`src/rtl/mem_stage_pkg.sv`:
```
// Shared types and constants for the memory pipeline stage.
package mem_stage_pkg;

    localparam int DEFAULT_DATA_W = 16;
    localparam int REG_ADDR_W     = 4;

    typedef enum logic [1:0] {
        IDLE = 2'd0,
        WAIT = 2'd1,
        DONE = 2'd2
    } mem_state_t;

endpackage

```
`src/rtl/dff.sv`:
```
// Generic register cell with write enable and synchronous active-high reset to zero.
module dff #(
    parameter int W = 1
) (
    input  logic         clk,
    input  logic         rst,
    input  logic         wen,
    input  logic [W-1:0] d,
    output logic [W-1:0] q
);

    always_ff @(posedge clk) begin
        if (rst) begin
            q <= '0;
        end else if (wen) begin
            q <= d;
        end
    end

endmodule

```
`src/rtl/sat_counter.sv`:
```
// Up-counter that sticks at all-ones; clear has priority over increment.
module sat_counter #(
    parameter int W = 16
) (
    input  logic         clk,
    input  logic         rst,
    input  logic         clr,
    input  logic         inc,
    output logic [W-1:0] count
);

    logic [W-1:0] count_d;
    logic [W-1:0] count_q;

    always_comb begin
        count_d = count_q;
        if (clr) begin
            count_d = '0;
        end else if (inc && (count_q != {W{1'b1}})) begin
            count_d = count_q + W'(1);
        end
    end

    dff #(.W(W)) u_count (
        .clk (clk),
        .rst (rst),
        .wen (1'b1),
        .d   (count_d),
        .q   (count_q)
    );

    assign count = count_q;

endmodule

```
`src/rtl/mem_access_unit.sv`:
```
// MEM-stage controller: issues one handshaked memory access per load/store,
// stalls upstream until it completes or times out, then hands the result to MEM/WB.
module mem_access_unit
    import mem_stage_pkg::*;
#(
    parameter int DATA_W   = DEFAULT_DATA_W,
    parameter int WAIT_MAX = 15
) (
    input  logic                  clk,
    input  logic                  rst,
    input  logic [DATA_W-1:0]     MALU_Out,
    input  logic [DATA_W-1:0]     MALU_In2,
    input  logic                  MemWrite,
    input  logic                  MemToReg,
    input  logic                  RegWrite,
    input  logic [REG_ADDR_W-1:0] RegAddr,
    output logic                  mem_enable,
    output logic                  mem_wr,
    output logic [DATA_W-1:0]     mem_addr,
    output logic [DATA_W-1:0]     mem_wdata,
    input  logic [DATA_W-1:0]     mem_rdata,
    input  logic                  mem_valid,
    output logic                  stall,
    output logic [DATA_W-1:0]     wb_data,
    output logic                  wb_RegWrite,
    output logic [REG_ADDR_W-1:0] wb_RegAddr,
    output logic                  mem_err,
    output logic [15:0]           stall_cycles
);

    localparam int WAIT_CNT_W = $clog2(WAIT_MAX + 1);

    mem_state_t            state_d;
    mem_state_t            state_q;
    logic [1:0]            state_bits;
    logic                  is_store_d;
    logic                  is_store_q;
    logic                  reg_write_d;
    logic                  reg_write_q;
    logic [REG_ADDR_W-1:0] reg_addr_d;
    logic [REG_ADDR_W-1:0] reg_addr_q;
    logic [DATA_W-1:0]     addr_d;
    logic [DATA_W-1:0]     addr_q;
    logic [DATA_W-1:0]     data_d;
    logic [DATA_W-1:0]     data_q;
    logic                  access;
    logic                  issue;
    logic                  in_wait;
    logic                  timeout;
    logic                  leave_wait;
    logic                  capture;
    logic [WAIT_CNT_W-1:0] wait_cnt;

    assign state_q = mem_state_t'(state_bits);

    // Counter is bumped on issue so it reads 1 in the first WAIT cycle.
    always_comb begin
        access      = MemWrite | MemToReg;
        issue       = (state_q == IDLE) && access;
        in_wait     = (state_q == WAIT);
        timeout     = in_wait && !mem_valid && (wait_cnt == WAIT_CNT_W'(WAIT_MAX));
        leave_wait  = in_wait && (mem_valid || timeout);
        capture     = (in_wait && mem_valid && !is_store_q) || timeout;
        data_d      = timeout ? '0 : mem_rdata;
        is_store_d  = MemWrite;
        reg_write_d = RegWrite;
        reg_addr_d  = RegAddr;
        addr_d      = MALU_Out;

        state_d = state_q;
        case (state_q)
            IDLE:    if (access) state_d = WAIT;
            WAIT:    if (leave_wait) state_d = DONE;
            DONE:    state_d = IDLE;
            default: state_d = IDLE;
        endcase
    end

    always_comb begin
        mem_enable  = 1'b0;
        mem_wr      = 1'b0;
        mem_addr    = '0;
        mem_wdata   = '0;
        stall       = 1'b0;
        mem_err     = 1'b0;
        wb_data     = MALU_Out;
        wb_RegWrite = 1'b0;
        wb_RegAddr  = RegAddr;
        case (state_q)
            IDLE: begin
                if (access) begin
                    mem_enable = 1'b1;
                    mem_wr     = MemWrite;
                    mem_addr   = MALU_Out;
                    mem_wdata  = MALU_In2;
                    stall      = 1'b1;
                end else begin
                    wb_RegWrite = RegWrite;
                end
            end
            WAIT: begin
                stall      = 1'b1;
                mem_err    = timeout;
                wb_RegAddr = reg_addr_q;
            end
            DONE: begin
                wb_data     = is_store_q ? addr_q : data_q;
                wb_RegWrite = reg_write_q & ~is_store_q;
                wb_RegAddr  = reg_addr_q;
            end
            default: ;
        endcase
    end

    dff #(.W(2)) u_state (
        .clk (clk), .rst (rst), .wen (1'b1), .d (state_d), .q (state_bits)
    );

    dff #(.W(1)) u_is_store (
        .clk (clk), .rst (rst), .wen (issue), .d (is_store_d), .q (is_store_q)
    );

    dff #(.W(1)) u_reg_write (
        .clk (clk), .rst (rst), .wen (issue), .d (reg_write_d), .q (reg_write_q)
    );

    dff #(.W(REG_ADDR_W)) u_reg_addr (
        .clk (clk), .rst (rst), .wen (issue), .d (reg_addr_d), .q (reg_addr_q)
    );

    dff #(.W(DATA_W)) u_addr (
        .clk (clk), .rst (rst), .wen (issue), .d (addr_d), .q (addr_q)
    );

    dff #(.W(DATA_W)) u_data (
        .clk (clk), .rst (rst), .wen (capture), .d (data_d), .q (data_q)
    );

    sat_counter #(.W(WAIT_CNT_W)) u_wait_cnt (
        .clk   (clk),
        .rst   (rst),
        .clr   (leave_wait),
        .inc   (issue | in_wait),
        .count (wait_cnt)
    );

    sat_counter #(.W(16)) u_stall_cnt (
        .clk   (clk),
        .rst   (rst),
        .clr   (1'b0),
        .inc   (stall),
        .count (stall_cycles)
    );

endmodule

```
`config.mk`:
```
export PLATFORM = sky130hd
export DESIGN_NAME = mem_access_unit
export DESIGN_NICKNAME = d
export VERILOG_FILES = /design/src/rtl/mem_stage_pkg.sv /design/src/rtl/dff.sv /design/src/rtl/sat_counter.sv /design/src/rtl/mem_access_unit.sv
export SDC_FILE = /design/constraint.sdc
export NUM_CORES = 1
export LEC_CHECK = 0
export BUFFER_PORTS_ARGS = -buffer_cell sky130_fd_sc_hd__buf_2
export CORE_AREA = 2 2 117 119
export CTS_BUF_LIST = sky130_fd_sc_hd__clkbuf_8
export DETAILED_ROUTE_END_ITERATION = 6
export DIE_AREA = 0 0 119 121
export GPL_TIMING_DRIVEN = 0
export PLACE_DENSITY = 0.62
export RECOVER_POWER = 100
export SYNTH_ARGS = -nofsm -noshare
export SYNTH_HDL_FRONTEND = slang
export SYNTH_HIERARCHICAL = 1
export SYNTH_SLANG_ARGS = --single-unit
```
`constraint.sdc`:
```
create_clock -name clk -period 2.81 [get_ports clk]
set_input_delay 0.7025 -clock clk [delete_from_list [all_inputs] [get_ports clk]]
set_output_delay 0.7025 -clock clk [all_outputs]
set_load 0.02 [all_outputs]
```
## Yosys cells after proc, flatten, opt, wreduce, memory -nomap -nowiden

Cells that the tools add are included.

| storage, ports and cells | value |
|---|---|
| register bits | 60 |
| input bits | 58 |
| output and inout bits | 73 |

| operators by class | value |
|---|---|
| add/subtract/negate cells | 2 |
| equality and inequality tests | 7 |
| mux-type cells | 19 |
| bitwise operators | 4 |
| reductions and logical operators | 16 |

Operators by type and width:

| kind | number |
|---|---|
| 16-bit 2-to-1 mux | 7 |
| 16-bit by 1-bit adder with 16-bit output, second input constant | 1 |
| 16-bit != test, second input constant | 1 |
| 1-bit logical AND | 8 |
| 1-bit 2-to-1 mux | 6 |
| 4-bit by 1-bit adder with 4-bit output, second input constant | 1 |
| 4-bit equality test, second input constant | 1 |
| 2-bit 2-to-1 mux | 2 |
| 4-bit 2-to-1 mux | 1 |
| 4-bit != test, second input constant | 1 |
| 1-bit case mux with 2 select lines | 2 |
| 2-bit case mux with 2 select lines | 1 |
| 2-bit OR reduction | 2 |
| 2-bit by 1-bit equality test with 1-bit output, second input constant | 1 |
| 2-bit equality test, second input constant | 1 |
| 1-bit zero test | 2 |
| 2-bit zero test | 1 |
| 1-bit logical OR | 2 |
| 2-bit by 1-bit != test with 1-bit output, second input constant | 1 |
| 2-bit != test, second input constant | 1 |
| 1-bit bitwise OR | 2 |
| 2-bit AND reduction | 1 |
| 1-bit AND | 1 |
| 1-bit inverter | 1 |

## Depth between registers and ports, before layout

Gate-level depths: netlist (run 1).

| logic depth | value |
|---|---|
| word-level depth | 7 |
| mapped depth | 10 |
| gate-level depth less buffers | 10 |

## Modules after synthesis

Netlist (run 1), hierarchy kept.

Modules (own cells, without submodules):

| module | times used | cells each | area an instance (µm²) | sequential area each (µm²) |
|---|---|---|---|---|
| dff (u_addr ...) | 3 | 52 | 580.6 | 320.3 |
| mem_access_unit | 1 | 139 | 1006.0 | 0.0 |
| sat_counter (u_stall_cnt) | 1 | 78 | 555.5 | 0.0 |
| dff (u_reg_addr ...) | 2 | 13 | 140.1 | 80.1 |
| sat_counter (u_wait_cnt) | 1 | 17 | 132.6 | 0.0 |
| dff (u_is_store ...) | 2 | 3 | 33.8 | 20.0 |
| dff (u_state) | 1 | 6 | 67.6 | 40.0 |

## Worst setup path before layout (run 1)

OpenSTA, ideal clock, no wires.

| timing | value |
|---|---|
| path type | input-to-reg |
| from | input port MemToReg |
| to | register u_stall_cnt.u_count.q[12] |
| library setup time | 0.065 ns |
| arrival time | 2.148 ns |
| slack | 0.597 ns |
| stages on the path | 8 |
| path through | o21a_2 -> or2_2 -> nand4_1 -> nor3_1 -> and3_1 -> nor3_1 -> mux2i_1 -> nor2_1 |

| between the ends | value |
|---|---|
| longest elaborated chain between the ends | 4 |

Ends and longest elaborated chain:

| element | line | text |
|---|---|---|
| from (decl) | mem_access_unit.sv:14 | `input logic MemToReg,` |
| 1-bit bitwise OR | mem_access_unit.sv:58 | `access = MemWrite \| MemToReg;` |
| 1-bit 2-to-1 mux | mem_access_unit.sv:91 | `if (access) begin` |
| 1-bit case mux with 2 select lines | mem_access_unit.sv:89 | `case (state_q)` |
| named net stall | mem_access_unit.sv:23 | `output logic stall,` |
| 1-bit logical AND | sat_counter.sv:19 | `end else if (inc && (count_q != {W{1'b1}})) begin` |
| to (signal assigned) | dff.sv:14 | `q <= '0;` |
| to (signal assigned) | dff.sv:16 | `q <= d;` |
| to (decl) | dff.sv:9 | `output logic [W-1:0] q` |

The timed path passes the listed nets, and every way through them passes these cells.
A chain may end at the register's enable or synchronous reset.

## Worst setup path in the final report (run 1)

| timing | value |
|---|---|
| from | register u_state.q[0] |
| to | output port mem_addr[6] |

| between the ends | value |
|---|---|
| longest elaborated chain between the ends | 2 |

Ends and longest elaborated chain:

| element | line | text |
|---|---|---|
| from (decl) | dff.sv:9 |  |
| from (signal assigned) | dff.sv:14 |  |
| from (signal assigned) | dff.sv:16 |  |
| 2-bit zero test | mem_access_unit.sv:89 |  |
| 16-bit 2-to-1 mux | mem_access_unit.sv:89 |  |
| to (decl) | mem_access_unit.sv:19 | `output logic [DATA_W-1:0] mem_addr,` |

No other way between the ends.

==> results of run 1 <==
==> power breakdown <==
group          switching (mW)  total, mW  internal, mW
sequential             0.0300      0.923         0.893
combinational           0.333      0.562         0.229
clock                   0.369      0.890         0.521
==> critical path: stages (launching register included) <==
cell,delay (ps)
dfxtp_1,340
inv_1,100
ha_1,230
o21a_2,260
buf_4,230
and2_1,140
clkbuf_1,230
==> worst paths after layout <==
| path | cells after the start | slack, ps | endpoint |
|---|---|---|---|
| setup / recovery | 6 | 240 | mem_addr[6] |
| hold / removal | 2 | 490 | u_reg_addr/q[3] |
| setup reg to reg | 8 | 340 | u_data/q[9] |
| hold reg to reg | 2 | 490 | u_reg_addr/q[3] |
==> stage by stage <==
stage	area [um2]	utilization
finish	4780	0.365
global route	4780	0.365
CTS	4950	0.378
detailed placement	4730	0.361
global placement	4730	0.361
floorplan	3850	-
==> cell type report <==
cell class,count,share of cell area
Buffer,29,0.0421
Clock buffer,10,0.0288
Clock inverter,6,0.0183
Inverter,4,0.00314
Multi-Input combinational cell,336,0.489
Sequential cell,60,0.251
Tap cell,176,0.0461
Timing Repair Buffer,130,0.121
==> synthesized netlist by cell type (4+ instances only) <==
cell type and number:
or4_1 4, o21ai_0 6, a21oi_1 26, buf_1 4, buf_6 6, nor2_1 87, nand2_1 4, o31ai_1 7
and2_1 33, nor3_1 5, mux2_2 4, nand3_1 7, dfxtp_1 60, a21boi_0 6, buf_2 8, clkbuf_2 4
conb_1 4, inv_1 4, a21boi_2 10, mux2i_1 78, buf_12 4, ha_1 5
==> cells in the final DEF, fill, tap and decap left out, drive strengths merged, types with 2 or more instances in the layout <==
cell type	count
bufinv	2
o21ai	6
and4	4
a211oi	3
conb	5
nand4	7
clkbuf	81
and3	4
a21oi	26
nor2b	2
xnor2	3
nand4bb	2
dfxtp	60
nor3	5
mux2	5
buf	88
a311oi	3
ha	5
inv	4
mux2i	78
nand2b	3
and2	33
nand2	4
nand3	7
clkinvlp	3
or4	4
o31ai	7
or3	2
o21a	2
nor2	87
or2	3
a21boi	16
==> logic make-up after synthesis <==
group           Yosys count
buf+inv                  33
flops                    60
other cells               4
mux                      83
simple gates            171
compound gates           68
xor+xnor                  4
fa+ha+maj                 5
==> layer usage <==
layer,GRT usage,share of wire,vias to the layer above
li1,-,-,1784
met1,0.185,0.44,1656
met3,0.0343,0.059,14
met4,0.0632,0.019,0
met5,0,0,-
met2,0.247,0.48,124
==> registers in the layout, indices dropped and copies added (netlist names) <==
| name | count |
|---|---|
| u_stall_cnt/u_count/q | 16 |
| u_wait_cnt/u_count/q | 4 |
| u_reg_addr/q | 4 |
| u_data/q | 16 |
| u_reg_write/q | 1 |
| u_state/q | 2 |
| u_is_store/q | 1 |
| u_addr/q | 16 |
==> metrics.md, run 1 <==
| Metric | Value |
|---|---|
| Final worst slack | `237 ps` |
| Clock sinks | `60` |
| Tcrit/Tclk final | `0.916` |
| # setup viols final | `0` |
| Main synth FF type | `dfxtp_1` |
| Yosys warning count | `6` |
| Layout cells sized above 1 | `0.242` |
| Post-Synth Adder-Cell Area | `0.0162` |
| Fin nets | `633` |
| Clk_lat worst skew | `350 ps` |
| Worst hold path class | `reg -> reg` |
| Vias per cell | `4.76` |
| GRT Total Usage | `0.149` |
| Reported max-cap violation count | `0` |
| Clock-pin slew on the worst setup and hold paths | `70 ps` |
| Storage cell area | `1200 um2` |
| DPL Wire Length | `8.28 mm` |
| Final GP Congestion | `0.847` |
| Initial DRC count | `194` |
| Die area | `14400 um2` |
| Post-synthesis cell count | `428` |
| Yosys top cell area share | `0.312` |
| Starting Density | `0.294` |
| Area delta synth->final | `24.1%` |
| Worst-Margin Slew | `825 ps` |
| XOR/XNOR share of the synthesized area | `0.00910` |
| Kind of critical path | `reg -> out` |
| Routed Antenna Nets | `0` |
| GR Overflow Total | `0` |
| Vias in the first global route | `3358` |
| Tot Pwr | `2.38 mW` |
| H-tree depth | `3` |
| Synthesized cell area | `3850 um2` |
| FF-to-FF Start | `u_state/q[1]` |
| WHS | `492 ps` |
| Worst Path Required | `2110 ps` |
| Dpl ws | `198 ps` |
| Maximum clock path buffer count | `2` |
| First-pass GRT wire length | `16.9 mm` |
| Top area cells in the synthesized netlist | `dfxtp_1, mux2i_1, nor2_1` |
| Placed Cells | `735` |
| Seq/Total Area, Yosys | `0.312` |
| Cell variety after synth | `57` |
| Max rail drop VDD | `0.176 mV` |
| Post-synth EDFFs | `0` |
| Max Slew Vio Count | `0` |
| RSZ-0062 raised after global routing | `false` |
| CTS Buf Count | `9` |
| Die X | `119 um` |
| Compound-cell area share of the yosys netlist | `0.130` |
| Routed via count | `3578` |
| Drc violations | `0` |
| DRT Pass-1 Iters | `5` |
| Kind of start point of the critical path | `flip-flop` |
| Port bufs | `130` |
| Largest net degree at the start of global routing | `16` |
| Largest family of logic cells by synthesized area | `simple AND/OR/NAND/NOR gates` |
| # diodes | `0` |
| Initial antenna violation count | `0` |
| CTS hold repair buffers | `0` |
| I/O pins | `131` |
| WL/cell | `14.4 um` |
| Post-synth ARST share | `0` |
| Final hold violation count | `0` |
| Hold Crit Start | `u_reg_addr/q[3]` |
| Avg Cell Area, Syn | `9.00 um2` |
| Die H | `121 um` |
| Tmin final | `2570 ps` |
| Post-CTS Setup Bufs | `0` |
| Flops & latches, synth | `60` |
| Peak Freq | `0.389 GHz` |
| Leakage | `1.99 nW` |
| Post-Layout Cell Count | `751` |
| Status | `complete, no violations` |
| Final WL | `10.8 mm` |
| Num rows | `42` |
| Synth area leader | `dfxtp_1` |
| CTS resizes | `0` |
| Root buffer cell | `clkbuf_8` |
| Mux cell area share after synthesis | `0.218` |
| Simple-gate share of the synthesized area | `0.242` |
| Crit end category | `primary output` |
| CP max FO | `14` |
| Filler instances | `1364` |
| Critical path arrival | `1870 ps` |
| Crit path from | `u_state/q[0]` |
| Multi-input gate area | `2340 um2` |
| Core area | `13100 um2` |
| Setup tns final | `0 ps` |
| Max Clock Skew | `9.64 ps` |
| PD cells | `497 nW/um2` |
| Worst slew margin | `0.443` |
| CTS tree | `built` |
No activity file was read; power rests on OpenSTA's default activity.
==> run 2: changes to the inputs <==
PLACE_DENSITY = 0.48   (was 0.62)
==> run 2 against run 1 <==
Cell count is the same. Critical path type unchanged. Sequential cell count is the same. Worst setup slack lost 90 ps. Largest cell class unchanged. Combinational power is essentially flat. First-iteration DRC count grew 3.6%. Clock-buffer cell count is the same. Total power shrank 0.12%. Core utilization grew 0.076 points. Final area grew 0.21%. Sequential share of layout area shrank 0.052 points. Via count shrank 3.0%.
==> metrics.md, run 2 (synthesis results as in run 1) <==
| Metric | Value |
|---|---|
| Status | `complete, no violations` |
| I/O pins | `131` |
| Routed via count | `3472` |
| Worst Path Required | `2110 ps` |
| Initial antenna violation count | `0` |
| FF-to-FF Start | `u_state/q[0]` |
| Kind of critical path | `reg -> out` |
| Die H | `121 um` |
| Fin nets | `633` |
| Reg2reg end | `u_addr/q[14]` |
| Multi-input gate area | `2340 um2` |
| Filler instances | `1392` |
| Tmin final | `2660 ps` |
| Peak Freq | `0.375 GHz` |
| Vias per cell | `4.62` |
| Post-CTS Setup Bufs | `0` |
| Area delta synth->final | `24.4%` |
| Worst slew margin | `0.456` |
| Largest net degree at the start of global routing | `16` |
| Post-route cell area | `4790 um2` |
| Maximum clock path buffer count | `2` |
| Vias in the first global route | `3311` |
| CTS tree | `built` |
| Most frequent cells in the layout | `nor2_1, mux2i_1, buf_2, dfxtp_1, clkbuf_1` |
| Crit path from | `u_state/q[0]` |
| Clock sinks | `60` |
| Worst Reg2Reg Path Length in Cells | `8` |
| Most common library cell in the layout ignoring fill and taps | `nor2_1` |
| Die area | `14400 um2` |
| CP bufs+invs | `3` |
| # diodes | `0` |
| Leakage | `2.01 nW` |
| WL/cell | `14.5 um` |
| Hold Crit Start | `u_reg_addr/q[0]` |
| Final GP Congestion | `0.761` |
| CTS hold repair buffers | `0` |
| R2r setup slk | `310 ps` |
| RSZ-0062 raised after global routing | `false` |
| Final hold violation count | `0` |
| Slowest cell on crit path | `dfxtp_1` |
| Kind of start point of the critical path | `flip-flop` |
| Root buffer cell | `clkbuf_8` |
| Layout cells sized above 1 | `0.254` |
| Clk_lat worst skew | `340 ps` |
| M2 GR Usage | `0.250` |
| GR Overflow Total | `0` |
| Storage cell area | `1200 um2` |
| Core area | `13100 um2` |
| CTS resizes | `0` |
| Max rail drop VDD | `0.223 mV` |
| Routed Antenna Nets | `0` |
| Top Registers | `u_addr/q (16), u_data/q (16), u_stall_cnt/u_count/q (16)` |
| Post-DP Area | `4730 um2` |
| Clock-pin slew on the worst setup and hold paths | `70 ps` |
| Starting Density | `0.294` |
| Die X | `119 um` |
| Critical path arrival | `1960 ps` |
| Tcrit/Tclk final | `0.948` |
| Initial DRC count | `201` |
| GRT Total Usage | `0.153` |
| # setup viols final | `0` |
| DRT Pass-1 Iters | `4` |
| Drc violations | `0` |
| Worst-Margin Slew | `805 ps` |
| Max Slew Vio Count | `0` |
| Delay-heaviest family, CP | `buffers and inverters` |
| Port bufs | `130` |
| PD cells | `495 nW/um2` |
| CTS Buf Count | `9` |
| GR met3 Demand/Resource | `0.0334` |
| Met1 Use GR | `0.206` |
| Hold-critical path depth | `2` |
| Setup tns final | `0 ps` |
| DPL Wire Length | `8.36 mm` |
| Final WL | `10.9 mm` |
| Cell Chain, Critical Path | `inv_1 > ha_1 > o21a_2 > buf_4 > and2_1 > clkbuf_1` |
| First-pass GRT wire length | `17.5 mm` |
| Slowest cell delay on critical path | `340 ps` |
| Crit end category | `primary output` |
| Num rows | `42` |
| GRT busiest layer | `met2` |
| H-tree depth | `3` |
| Max Clock Skew | `7.62 ps` |
| Worst hold path class | `reg -> reg` |
| CP max FO | `14` |
| Hold endpoint | `u_reg_addr/q[0]` |
| Reported max-cap violation count | `0` |
## run 2: final cells by class
| class | instances | area share |
|---|---|---|
| Buffer | 29 | 0.0420 |
| Clock buffer | 10 | 0.0287 |
| Clock inverter | 6 | 0.0183 |
| Inverter | 4 | 0.00313 |
| Multi-Input combinational cell | 336 | 0.488 |
| Sequential cell | 60 | 0.251 |
| Tap cell | 176 | 0.0460 |
| Timing Repair Buffer | 130 | 0.123 |
## run 2: through the flow
stage               hold slack, ps  setup WS, ps   util  power [mW]  instances
finish                         493           147  0.366        2.37        751
global route                   525          29.0  0.366        2.50        751
CTS                            497           159  0.378        2.44        751
detailed placement             480           144  0.361        1.54        735
global placement               472           203  0.361        1.53        735
floorplan                      454           597      -        1.35        429
## run 2: power by group
| part | total (mW) | internal, mW | switching, mW |
|---|---|---|---|
| combinational | 0.563 | 0.231 | 0.332 |
| clock | 0.886 | 0.522 | 0.364 |
| sequential | 0.924 | 0.893 | 0.0304 |
| total | 2.37 | 1.65 | 0.727 |
## run 2: layer usage
layer | vias to the layer above | part of all wire | wire length [um]
li1 | 1778 | - | -
met1 | 1600 | 0.46 | 5020
met2 | 87 | 0.48 | 5200
met3 | 7 | 0.052 | 563
met4 | 0 | 0.010 | 111
met5 | - | 0 | 0
## run 2: worst reg2reg max path: stages, from the launching register on
cell and delay [ps]:
dfxtp_1 340, inv_1 120, ha_1 250, o21a_2 290, buf_4 250, clkbuf_1 430
clkbuf_2 420, mux2i_1 250, nor2_1 60
## run 2: worst max-delay path by stage
| stage | to | slack [ps] | cells after the start |
|---|---|---|---|
| 2_1_floorplan | u_stall_cnt/u_count/q[12] | 600 | 8 |
| 4_1_cts | mem_addr[0] | 160 | 6 |
| 5_1_grt | mem_addr[8] | 30 | 6 |
| 3_5_place_dp | u_stall_cnt/u_count/q[12] | 140 | 9 |
| 6_report | mem_addr[8] | 150 | 6 |
| 3_3_place_gp | u_stall_cnt/u_count/q[12] | 200 | 9 |
